`config.mk`:
```
export PLATFORM = sky130hd
export DESIGN_NAME = cacheline_adaptor
export DESIGN_NICKNAME = d
export VERILOG_FILES = /design/src/rtl/rv32i_types.sv /design/src/rtl/cacheline_adaptor.sv
export SDC_FILE = /design/constraint.sdc
export NUM_CORES = 1
export LEC_CHECK = 0
export ABC_AREA = 0
export CORE_AREA = 2 2 277 279
export CTS_BUF_LIST = sky130_fd_sc_hd__clkbuf_4
export CTS_CLUSTER_SIZE = 20
export DETAILED_ROUTE_END_ITERATION = 12
export DIE_AREA = 0 0 279 281
export PLACE_DENSITY = 0.66
export RECOVER_POWER = 100
export SLEW_MARGIN = 20
export SYNTH_ARGS = -nofsm -noshare
export SYNTH_HDL_FRONTEND = slang
export SYNTH_SLANG_ARGS = --single-unit
```
`constraint.sdc`:
```
create_clock -name clk -period 2.4 [get_ports clk]
set_input_delay 0.48 -clock clk [delete_from_list [all_inputs] [get_ports clk]]
set_output_delay 0.48 -clock clk [all_outputs]
set_load 0.02 [all_outputs]
```
`src/rtl/rv32i_types.sv`:
```
// Shared rv32i type package: cacheline_adaptor line geometry, beat indexing
// and FSM state encoding.
package rv32i_types;

  localparam int unsigned LINE_W = 256;
  localparam int unsigned BEAT_W = 64;
  localparam int unsigned BEATS  = LINE_W / BEAT_W;

  typedef logic [$clog2(BEATS)-1:0] beat_idx_t;
  localparam beat_idx_t LAST_BEAT = beat_idx_t'(BEATS - 1);

  // A cache line viewed as BEATS packed beats, beat 0 in the low bits.
  typedef logic [BEATS-1:0][BEAT_W-1:0] line_t;

  typedef enum logic [1:0] {
    CA_IDLE,
    CA_READ,
    CA_WRITE,
    CA_DONE
  } ca_state_e;

endpackage

```
`src/rtl/cacheline_adaptor.sv`:
```
// Bridges the cache's single-line pmem_* port to a 4-beat, 64-bit burst bus;
// one line transaction in flight, completion signalled by a one-cycle pmem_resp.
module cacheline_adaptor
  import rv32i_types::*;
(
  input  logic              clk,
  input  logic              rst_n,

  input  logic              pmem_read,
  input  logic              pmem_write,
  input  logic [31:0]       pmem_address,
  input  logic [LINE_W-1:0] pmem_wdata,
  output logic [LINE_W-1:0] pmem_rdata,
  output logic              pmem_resp,

  output logic [31:0]       address_o,
  output logic              read_o,
  output logic              write_o,
  output logic [BEAT_W-1:0] burst_o,
  input  logic [BEAT_W-1:0] burst_i,
  input  logic              resp_i
);

  ca_state_e state;
  beat_idx_t cnt;
  line_t     rbuf;
  line_t     wbuf;

  assign pmem_rdata = rbuf;
  assign burst_o    = wbuf[cnt];

  // Bus-side strobes and pmem_resp are loaded together with the next state so
  // they are plain flops with no path from pmem_* or resp_i.
  always_ff @(posedge clk or negedge rst_n) begin
    if (!rst_n) begin
      state     <= CA_IDLE;
      cnt       <= '0;
      rbuf      <= '0;
      wbuf      <= '0;
      address_o <= '0;
      read_o    <= 1'b0;
      write_o   <= 1'b0;
      pmem_resp <= 1'b0;
    end else begin
      unique case (state)
        CA_IDLE: begin
          if (pmem_write) begin
            address_o <= pmem_address & ~32'h1F;
            wbuf      <= pmem_wdata;
            cnt       <= '0;
            write_o   <= 1'b1;
            state     <= CA_WRITE;
          end else if (pmem_read) begin
            address_o <= pmem_address & ~32'h1F;
            cnt       <= '0;
            read_o    <= 1'b1;
            state     <= CA_READ;
          end
        end

        CA_READ: begin
          if (resp_i) begin
            rbuf[cnt] <= burst_i;
            cnt       <= cnt + 1'b1;
            if (cnt == LAST_BEAT) begin
              read_o    <= 1'b0;
              pmem_resp <= 1'b1;
              state     <= CA_DONE;
            end
          end
        end

        CA_WRITE: begin
          if (resp_i) begin
            cnt <= cnt + 1'b1;
            if (cnt == LAST_BEAT) begin
              write_o   <= 1'b0;
              pmem_resp <= 1'b1;
              state     <= CA_DONE;
            end
          end
        end

        CA_DONE: begin
          pmem_resp <= 1'b0;
          state     <= CA_IDLE;
        end

        default: begin
          read_o    <= 1'b0;
          write_o   <= 1'b0;
          pmem_resp <= 1'b0;
          state     <= CA_IDLE;
        end
      endcase
    end
  end

endmodule

```
# Word-level counts from Yosys, hierarchy flattened
# Index checks and enable logic that the tools add are counted.
[op_classes] add_sub_neg=1 mul=0 div=0 magnitude_cmp=2 eq_ne=14 n_shift=0 n_mux=26 n_bitwise=0 n_reduce_logical=16
[ops] operator="256-bit bitwise mux" count=1
[ops] operator="64-bit binary-select mux with 2-bit select" count=1
[ops] operator="64-bit demux with 2-bit select" count=1
[ops] operator="64-bit 2-to-1 mux" count=2
[ops] operator="32-bit 2-to-1 mux" count=2
[ops] operator="2-bit 2-to-1 mux" count=7
[ops] operator="2-bit != test, second input constant" count=7
[ops] operator="2-bit nonzero test" count=5
[ops] operator="3-bit AND reduction" count=3
[ops] operator="1-bit 2-to-1 mux" count=7
[ops] operator="2-bit equality test, second input constant" count=3
[ops] operator="1-bit one-hot mux with 2 select lines" count=3
[ops] operator="2-bit one-hot mux with 3 select lines" count=1
[ops] operator="2-bit AND reduction" count=3
[ops] operator="5-bit AND reduction" count=1
[ops] operator="2-bit by 1-bit != test with 1-bit output, second input constant" count=2
[ops] operator="2-bit one-hot mux with 2 select lines" count=1
[ops] operator="4-bit AND reduction" count=1
[ops] operator="2-bit by 3-bit < comparator with 1-bit output, second input constant" count=1
[ops] operator="3-bit != test, second input constant" count=1
[ops] operator="2-bit by 1-bit adder with 2-bit output, second input constant" count=1
[ops] operator="2-bit by 1-bit equality test with 1-bit output, second input constant" count=1
[ops] operator="2-bit by 1-bit >= comparator with 1-bit output, second input constant" count=1
[ops] operator="2-bit logical NOT" count=1
[ops] operator="2 further kinds" count=2
[totals] regBits=551 latchBits=0 ramBits=0 romBits=0 inputBits=357 output_inout_bits=355 word_cells=73 mem_count=0

# Longest topological paths before layout
# Gate-level depths: netlist (run 1).
[depth] depth_word=5 mapped_depth=8 depth_no_buf=5

# Least setup slack after synthesis (run 1)
# OpenSTA, ideal clock, no wires.
[synth_timing] kind="register -> register" from="reg cnt[1]" to="reg rbuf, in the netlist pmem_rdata[16]" setup_time_ns=0.125 t_arrival_ns=1.753 t_required_ns=2.275 slack_ns=0.523 stages_incl_launch_ff=8 n_path_buf=3 synth_period_minus_slack_ns=1.877 cell_sequence="dfrtp_1 > buf_2 > buf_2 > inv_1 > ha_1 > nand3_4 > buf_2 > mux2_2"
[synth_via] elab_chain_len=5 word_cells_on_any_way=6 cone_classes="order compare (2); mux (3); reduce/logical (1)"
[synth_rtl] item="start: declaration" line="cacheline_adaptor.sv:25" rtl="beat_idx_t cnt;"
[synth_rtl] item="start signal: assignment" line="cacheline_adaptor.sv:64" rtl="cnt <= cnt + 1'b1;"
[synth_rtl] item="start signal: assignment" line="cacheline_adaptor.sv:75" rtl="cnt <= cnt + 1'b1;"
[synth_rtl] item="2-bit by 3-bit < comparator with 1-bit output (implied by the code) or 2-bit by 1-bit >= comparator with 1-bit output (tied branches)" line="cacheline_adaptor.sv:63" rtl="rbuf[cnt] <= burst_i;"
[synth_rtl] item="1-bit logical AND (implied by the code)" line="cacheline_adaptor.sv:63"
[synth_rtl] item="64-bit 2-to-1 mux (implied by the code)" line="cacheline_adaptor.sv:63"
[synth_rtl] item="64-bit demux with 2-bit select *" line="cacheline_adaptor.sv:63"
[synth_rtl] item="256-bit bitwise mux *" line="cacheline_adaptor.sv:63"
[synth_rtl] item="end signal: indexed assignment" line="cacheline_adaptor.sv:63"
[synth_rtl] item="end: declaration" line="cacheline_adaptor.sv:26" rtl="line_t rbuf;"
# Every way passes the cells marked *; elsewhere a longest branch is shown, timed or not.
# A chain may end at the register's enable or synchronous reset.

# Worst setup path after layout (run 1)
[layout_timing] from="reg cnt[0]" to="out burst_o[62]"
[layout_via] elab_chain_len=2
[layout_rtl] item="64-bit binary-select mux with 2-bit select" line="cacheline_adaptor.sv:30" rtl="assign burst_o = wbuf[cnt];"
[layout_rtl] item="64-bit 2-to-1 mux (implied by the code)" line="cacheline_adaptor.sv:30"
[layout_rtl] item="end: declaration" line="cacheline_adaptor.sv:19" rtl="output logic [BEAT_W-1:0] burst_o,"
# Every way passes these cells. The select of a mux whose other input is x is not followed.

==> impl_metrics.py, run 1 <==
metrics = {
    "global_routing": {
        "grt_pass1_vias": 17182,
        "grt_use_met2": 0.294,
        "grt_first_pass_wirelength_um": 102000,
        "grt_overflow_total": 0,
        "use_met3": 0.0600,
        "antenna_found_initial": 13,
        "grt.busiest_layer": "met2",
        "grt_start_max_net_pins": 68,
        "track_usage": 0.173,
        "grtUsageMet1": 0.193,
    },
    "pwr": {
        "p_leak_nw": 15.4,
        "ir_drop_mv": 0.743,
        "p_per_area_nw_per_um2": 1330,
    },
    "floorplan": {
        "rows": 101,
        "design.core.area_um2": 75400,
        "ios": 712,
        "die-area_um2": 78400,
        "die_y_um": 281,
        "die_w_um": 279,
        "initial_core_util": 0.296,
    },
    "timing": {
        "finalWorstSetupSlack_ns": -0.503,
        "min_period_ns": 2.90,
        "relSlewSlack": 0.238,
        "fmax_ghz": 0.344,
        "worst_pin_slew_ns": 1.14,
        "finalCritPeriodShare": 1.21,
        "finalHoldWorstSlack_ns": 0.154,
        "drv_slew": 0,
        "finalSetupViolations": 68,
        "clock-skew-final_ns": 0.0450,
        "hold_violations": 0,
        "tns_ns": -28.48,
        "rsz0062_at_grt": "yes",
    },
    "cts": {
        "cts_max_level": 4,
        "clock_latency_ns": 0.91,
        "clk_pin_slew_worst_paths_ns": 0.06,
        "cts_buffers": 150,
        "clockRootBuffer": "clkbuf_4",
        "cts_tree": "built",
        "cts_max_path_buffers": 3,
        "cts.sinks": 546,
    },
    "place": {
        "port_buffers": 701,
        "dp.cells": 2953,
        "dp_hpwl_um": 49400,
        "place_congestion": 0.799,
    },
    "cells_and_area": {
        "fillCellCount": 6758,
        "finalNetCount": 2653,
        "drive_above_1_share": 0.323,
        "area_growth_pct": 51.3,
        "layout_common_cells": "544 x dfrtp_1, 350 x clkdlybuf4s50_1, 303 x mux2_2",
        "final_common_cell": "dfrtp_1",
        "instances_no_fill": 3364,
        "multi_input_area_um2": 7970,
        "seqCellArea_um2": 13700,
    },
    "synthesis": {
        "synth_async_sr_flop_share": 1.00,
        "synthSimpleGateAreaFrac": 0.00751,
        "synthMuxAreaShare": 0.337,
        "synth_top_family_by_area": "multiplexers",
        "syn-instance-count": 1280,
        "netlist_area_um2": 22300,
        "ys_seq_area_frac": 0.612,
        "ys.flop_type": "dfrtp_1",
        "ys_seq_elements": 546,
        "synth_compound_area_frac": 0.00504,
        "synthXorXnorAreaFrac": 0,
        "yosysWarningCount": 0,
        "avgSynthCellArea_um2": 17.4,
        "synth_edf_count": 0,
        "post_synth_fa_ha_maj_area_fraction": 0.00617,
        "synth_cell_type_count": 34,
    },
    "drt": {
        "drt-initial-drc-count": 370,
        "dr.pass1.iters": 4,
        "drcViolationCount": 0,
        "viasPerCell": 4.55,
        "drtAntennaViolNets": 0,
        "wirelength_um": 68400,
        "vias": 15297,
        "wire_per_inst_um": 20.3,
    },
    "worst_setup_path": {
        "cp-end-kind": "output port",
        "crit_type": "flop to output port",
        "worstPathArrival_ns": 2.42,
        "worstSetupStartpointType": "flop",
        "cp_max_fo": 7,
        "critPathRequiredTime_ns": 1.92,
    },
    "status": {
        "status": "complete, but fails checks",
        "violations": "negative setup slack",
    },
    "worst_hold_path": {
        "holdCritPathClass": "input port to flop",
    },
    "job": {
        "cap_violations": 0,
    },
}
logic make-up (layout without fill, tap and decap cells):
logic type / Yosys count / count (layout)
multiplexers: 605 / 605
flip-flops: 546 / 546
buffers and inverters: 83 / 1179
AND/OR/NAND/NOR: 20 / 20
AO/OA/AOI/OAI: 14 / 14
adder cells (fa/ha/maj): 11 / 11
other: 1 / 11
where the power goes:
part	total, W	switching [W]	internal, W
clock	0.00807	0.00393	0.00415
combinational	0.0206	0.0101	0.0105
sequential	0.0162	0.00244	0.0138
total	0.0448	0.0165	0.0284
final cells by class:
class,count,area share
inverters,5,0.000556
repair buffers,927,0.269
multi-input cells,655,0.236
flip-flops and latches,546,0.405
clock inverters,29,0.00467
clock buffers,218,0.0485
diodes,6,0.000445
well taps,978,0.0362
layer usage:
metal | share of wire | wire, um | vias to the layer above
met3 | 0.075 | 5130 | 162
met2 | 0.50 | 34400 | 579
met5 | 0.0011 | 77 | -
met1 | 0.39 | 26300 | 7766
met4 | 0.035 | 2420 | 10
li1 | - | - | 6780
critical path, cell delays in order, from the launching register on:
cell and delay (ns):
dfrtp_4 0.51, buf_12 0.17, buf_12 0.14, mux4_2 0.52, buf_6 0.15
final timing paths:
path / startpoint / end / slack (ns) / cells after the start
max reg2reg: cnt[0]$_DFFE_PN0P_ / pmem_rdata[162]$_DFFE_PN0P_ / 0.07 / 10
min: pmem_wdata[243] / wbuf[243]$_DFFE_PN0P_ / 0.15 / 2
max in group asynchronous: rst_n / wbuf[231]$_DFFE_PN0P_ / -0.02 / 4
min in group asynchronous: rst_n / wbuf[89]$_DFFE_PN0P_ / 0.90 / 3
max: cnt[0]$_DFFE_PN0P_ / burst_o[62] / -0.50 / 4
min reg2reg: wbuf[153]$_DFFE_PN0P_ / wbuf[153]$_DFFE_PN0P_ / 0.48 / 1
state kept, by name (all words and copies together), names as in the netlist:
| signal | count |
|---|---|
| pmem_rdata | 256 |
| wbuf | 256 |
| address_o | 27 |
| cnt | 2 |
| state | 2 |
| pmem_resp | 1 |
| read_o | 1 |
| write_o | 1 |
synth_stat cells (2+ instances only):
library cell,n,area share
nor2_1,2,0.00034
mux4_2,64,0.065
inv_1,5,0.00084
mux2_1,236,0.12
ha_1,11,0.0062
a2bb2oi_1,2,0.00078
nand3_1,2,0.00045
nand3_4,4,0.0031
mux2_2,304,0.15
buf_12,3,0.0027
buf_4,10,0.0034
o21ai_0,3,0.00067
a21o_1,2,0.00067
clkbuf_1,2,0.00034
buf_2,27,0.0061
nor2b_1,4,0.0011
o31ai_1,3,0.0010
buf_6,35,0.018
dfrtp_1,546,0.61
through the flow:
step,power (W),util,setup WS [ns],instance area (um^2)
5_1_grt,0.0475,0.448,-0.661,33800
6_report,0.0448,0.448,-0.503,33800
3_5_place_dp,0.0381,0.408,0.0213,30800
3_3_place_gp,0.0375,0.408,0.0208,30800
4_1_cts,0.0450,0.445,-0.764,33600
2_1_floorplan,0.0277,-,0.523,22300
repair_timing:
action,CTS,global route
setup endpoints to repair,350,276
resized for setup,581,116
endpoints found under the hold margin,671,0
setup buffers,6,26
pin swaps,1,2
hold buffers,128,0
gates cloned,2,1
Power figures use the tool's default switching activity.
==> inputs of run 2 (changes only) <==
==> constraint.sdc (replaced) <==
create_clock -name clk -period 3.4 [get_ports clk]
set_input_delay 0.68 -clock clk [delete_from_list [all_inputs] [get_ports clk]]
set_output_delay 0.68 -clock clk [all_outputs]
set_load 0.02 [all_outputs]
==> run 2 against run 1 <==
Die area stayed put. The run ends with max-capacitance violations, max-slew violations left. Via count is 4.1% lower. Hold slack better by 0.16 ns. Sequential power is 29% lower. Highest routed layer unchanged. Largest cell class unchanged. Clock-buffer cell count is 13 higher. Design area is 3.3% lower.
==> impl_metrics.py, run 2 (synthesis results as in run 1) <==
metrics = {
    "cts": {
        "cts_buffers": 151,
        "cts_tree": "built",
        "cts_max_level": 4,
        "clockRootBuffer": "clkbuf_4",
        "cts_max_path_buffers": 3,
        "clk_pin_slew_worst_paths_ns": 0.06,
        "clock_latency_ns": 0.95,
        "cts.sinks": 546,
    },
    "drt": {
        "wire_per_inst_um": 20.7,
        "drcViolationCount": 0,
        "wirelength_um": 67000,
        "drt-initial-drc-count": 427,
        "vias": 14667,
        "dr.pass1.iters": 4,
        "viasPerCell": 4.54,
        "drtAntennaViolNets": 0,
    },
    "floorplan": {
        "ios": 712,
        "die_w_um": 279,
        "die-area_um2": 78400,
        "rows": 101,
        "initial_core_util": 0.296,
        "design.core.area_um2": 75400,
        "die_y_um": 281,
    },
    "global_routing": {
        "use_met3": 0.0665,
        "grt.busiest_layer": "met2",
        "grt_pass1_vias": 16432,
        "grt_overflow_total": 0,
        "grt_start_max_net_pins": 97,
        "grt_first_pass_wirelength_um": 99600,
        "track_usage": 0.170,
        "grt_use_met2": 0.292,
        "antenna_found_initial": 12,
        "grtUsageMet1": 0.185,
    },
    "pwr": {
        "p_int_w": 0.0209,
        "seqPwrFrac": 0.354,
        "switchingPower_w": 0.0115,
        "power_w": 0.0324,
        "pwr-share-comb": 0.458,
        "clkPwrFrac": 0.188,
        "ir_drop_mv": 0.475,
        "swShare": 0.355,
        "p_leak_nw": 14.1,
        "p_per_area_nw_per_um2": 992,
    },
    "timing": {
        "finalHoldWorstSlack_ns": 0.318,
        "drv_slew": 57,
        "finalCritPeriodShare": 0.958,
        "worst_pin_slew_ns": 1.82,
        "relSlewSlack": -0.215,
        "clock-skew-final_ns": 0.0633,
        "hold_violations": 0,
        "finalWorstSetupSlack_ns": 0.143,
        "rsz0062_at_grt": "yes",
        "finalSetupViolations": 0,
        "fmax_ghz": 0.307,
        "min_period_ns": 3.26,
    },
    "place": {
        "dp_hpwl_um": 48800,
        "dp.cells": 2929,
        "pre_cts_slack_ns": 0.574,
        "port_buffers": 701,
        "place_congestion": 0.787,
    },
    "worst_setup_path": {
        "crit_type": "flop to output port",
        "worstSetupStartpointType": "flop",
        "r2r-start": "cnt[1]$_DFFE_PN0P_",
        "crit_path_end": "burst_o[6]",
        "cp-end-kind": "output port",
        "cp_max_fo": 7,
        "rrSetupSlack_ns": 1.04,
        "r2r_end": "pmem_rdata[241]$_DFFE_PN0P_",
        "worstPathArrival_ns": 2.58,
        "cp-startpoint": "cnt[0]$_DFFE_PN0P_",
        "critPathRequiredTime_ns": 2.72,
        "r2r_cells": 5,
    },
    "status": {
        "violations": "max-capacitance violations, max-slew violations",
        "status": "complete, but fails checks",
    },
    "cells_and_area": {
        "fillCellCount": 6833,
        "final_common_cell": "clkdlybuf4s50_1",
        "multi_input_area_um2": 7980,
        "drive_above_1_share": 0.327,
        "final_core_util": 0.433,
        "area_growth_pct": 46.3,
        "seqCellArea_um2": 13700,
        "layout_common_cells": "636 x clkdlybuf4s50_1, 544 x dfrtp_1, 304 x mux2_2",
        "finalNetCount": 2507,
        "instances_no_fill": 3229,
    },
    "worst_hold_path": {
        "holdCritStartpoint": "pmem_wdata[1]",
        "holdCritPathClass": "input port to flop",
    },
    "job": {
        "cap_violations": 1,
    },
}
-- run 2: cell count changes in the layout (fill, tap and decap cells not counted), moves of 4 or more --
cell             previous run  this run
clkbuf_4                  223       233
dlygate4sd3_1             127         1
clkdlybuf4s50_1           350       636
buf_4                      36        41
clkinvlp_4                  6         1
dlygate4sd2_1             286        21
buf_6                      70         7
clkbuf_2                   15         6
buf_2                       6        21
clkdlybuf4s15_2             0        12
clkdlybuf4s15_1             0         4
-- run 2: cell type report --
class / instances / area share
Clock inverter: 30 / 0.00670
Sequential cell: 546 / 0.419
Timing Repair Buffer: 780 / 0.239
Antenna cell: 4 / 0.000307
Tap cell: 978 / 0.0375
Clock buffer: 231 / 0.0531
Multi-Input combinational cell: 655 / 0.244
Inverter: 5 / 0.000575
-- run 2: metrics by stage --
stage / area, um^2 / setup TNS, ns
global route: 32700 / -0.0345
finish: 32700 / 0
floorplan: 22300 / 0
detailed placement: 30500 / 0
CTS: 32700 / -0.653
global placement: 30500 / 0
-- run 2: layer usage --
metal / wire, um / vias to the layer above
met2: 34200 / 556
li1: - / 6466
met1: 25000 / 7467
met4: 2140 / 14
met5: 83 / -
met3: 5540 / 164
-- run 2: how the worst min path moves through the flow --
stage	endpoint	slack, ns	depth (start not counted)
2_1_floorplan	address_o[10]$_DFFE_PN0P_	0.38	0
3_3_place_gp	wbuf[169]$_DFFE_PN0P_	0.47	1
3_5_place_dp	wbuf[182]$_DFFE_PN0P_	0.48	1
4_1_cts	wbuf[181]$_DFFE_PN0P_	0.13	2
5_1_grt	wbuf[120]$_DFFE_PN0P_	0.19	2
6_report	wbuf[1]$_DFFE_PN0P_	0.32	2
-- run 2: power by group through the flow --
stage / combinational [W] / sequential [W] / clock (W)
floorplan: 0.00653 / 0.0130 / 0
global placement: 0.0148 / 0.0115 / 0
detailed placement: 0.0150 / 0.0117 / 0
CTS: 0.0151 / 0.0115 / 0.00640
global route: 0.0157 / 0.0119 / 0.00671
finish: 0.0148 / 0.0115 / 0.00609
-- run 2: critical path: stages, from the launching register on --
cell and delay (ns):
dfrtp_4 0.54, buf_6 0.17, buf_12 0.14, buf_12 0.13, buf_6 0.10, mux4_2 0.45, buf_6 0.16
-- run 2: repair_timing --
item,in CTS,in global routing
resized for setup,173,21
gates cloned,0,1
hold buffers,1,0
hold endpoints to repair,49,0
endpoints found under the setup margin,64,11
buffers inserted,28,5
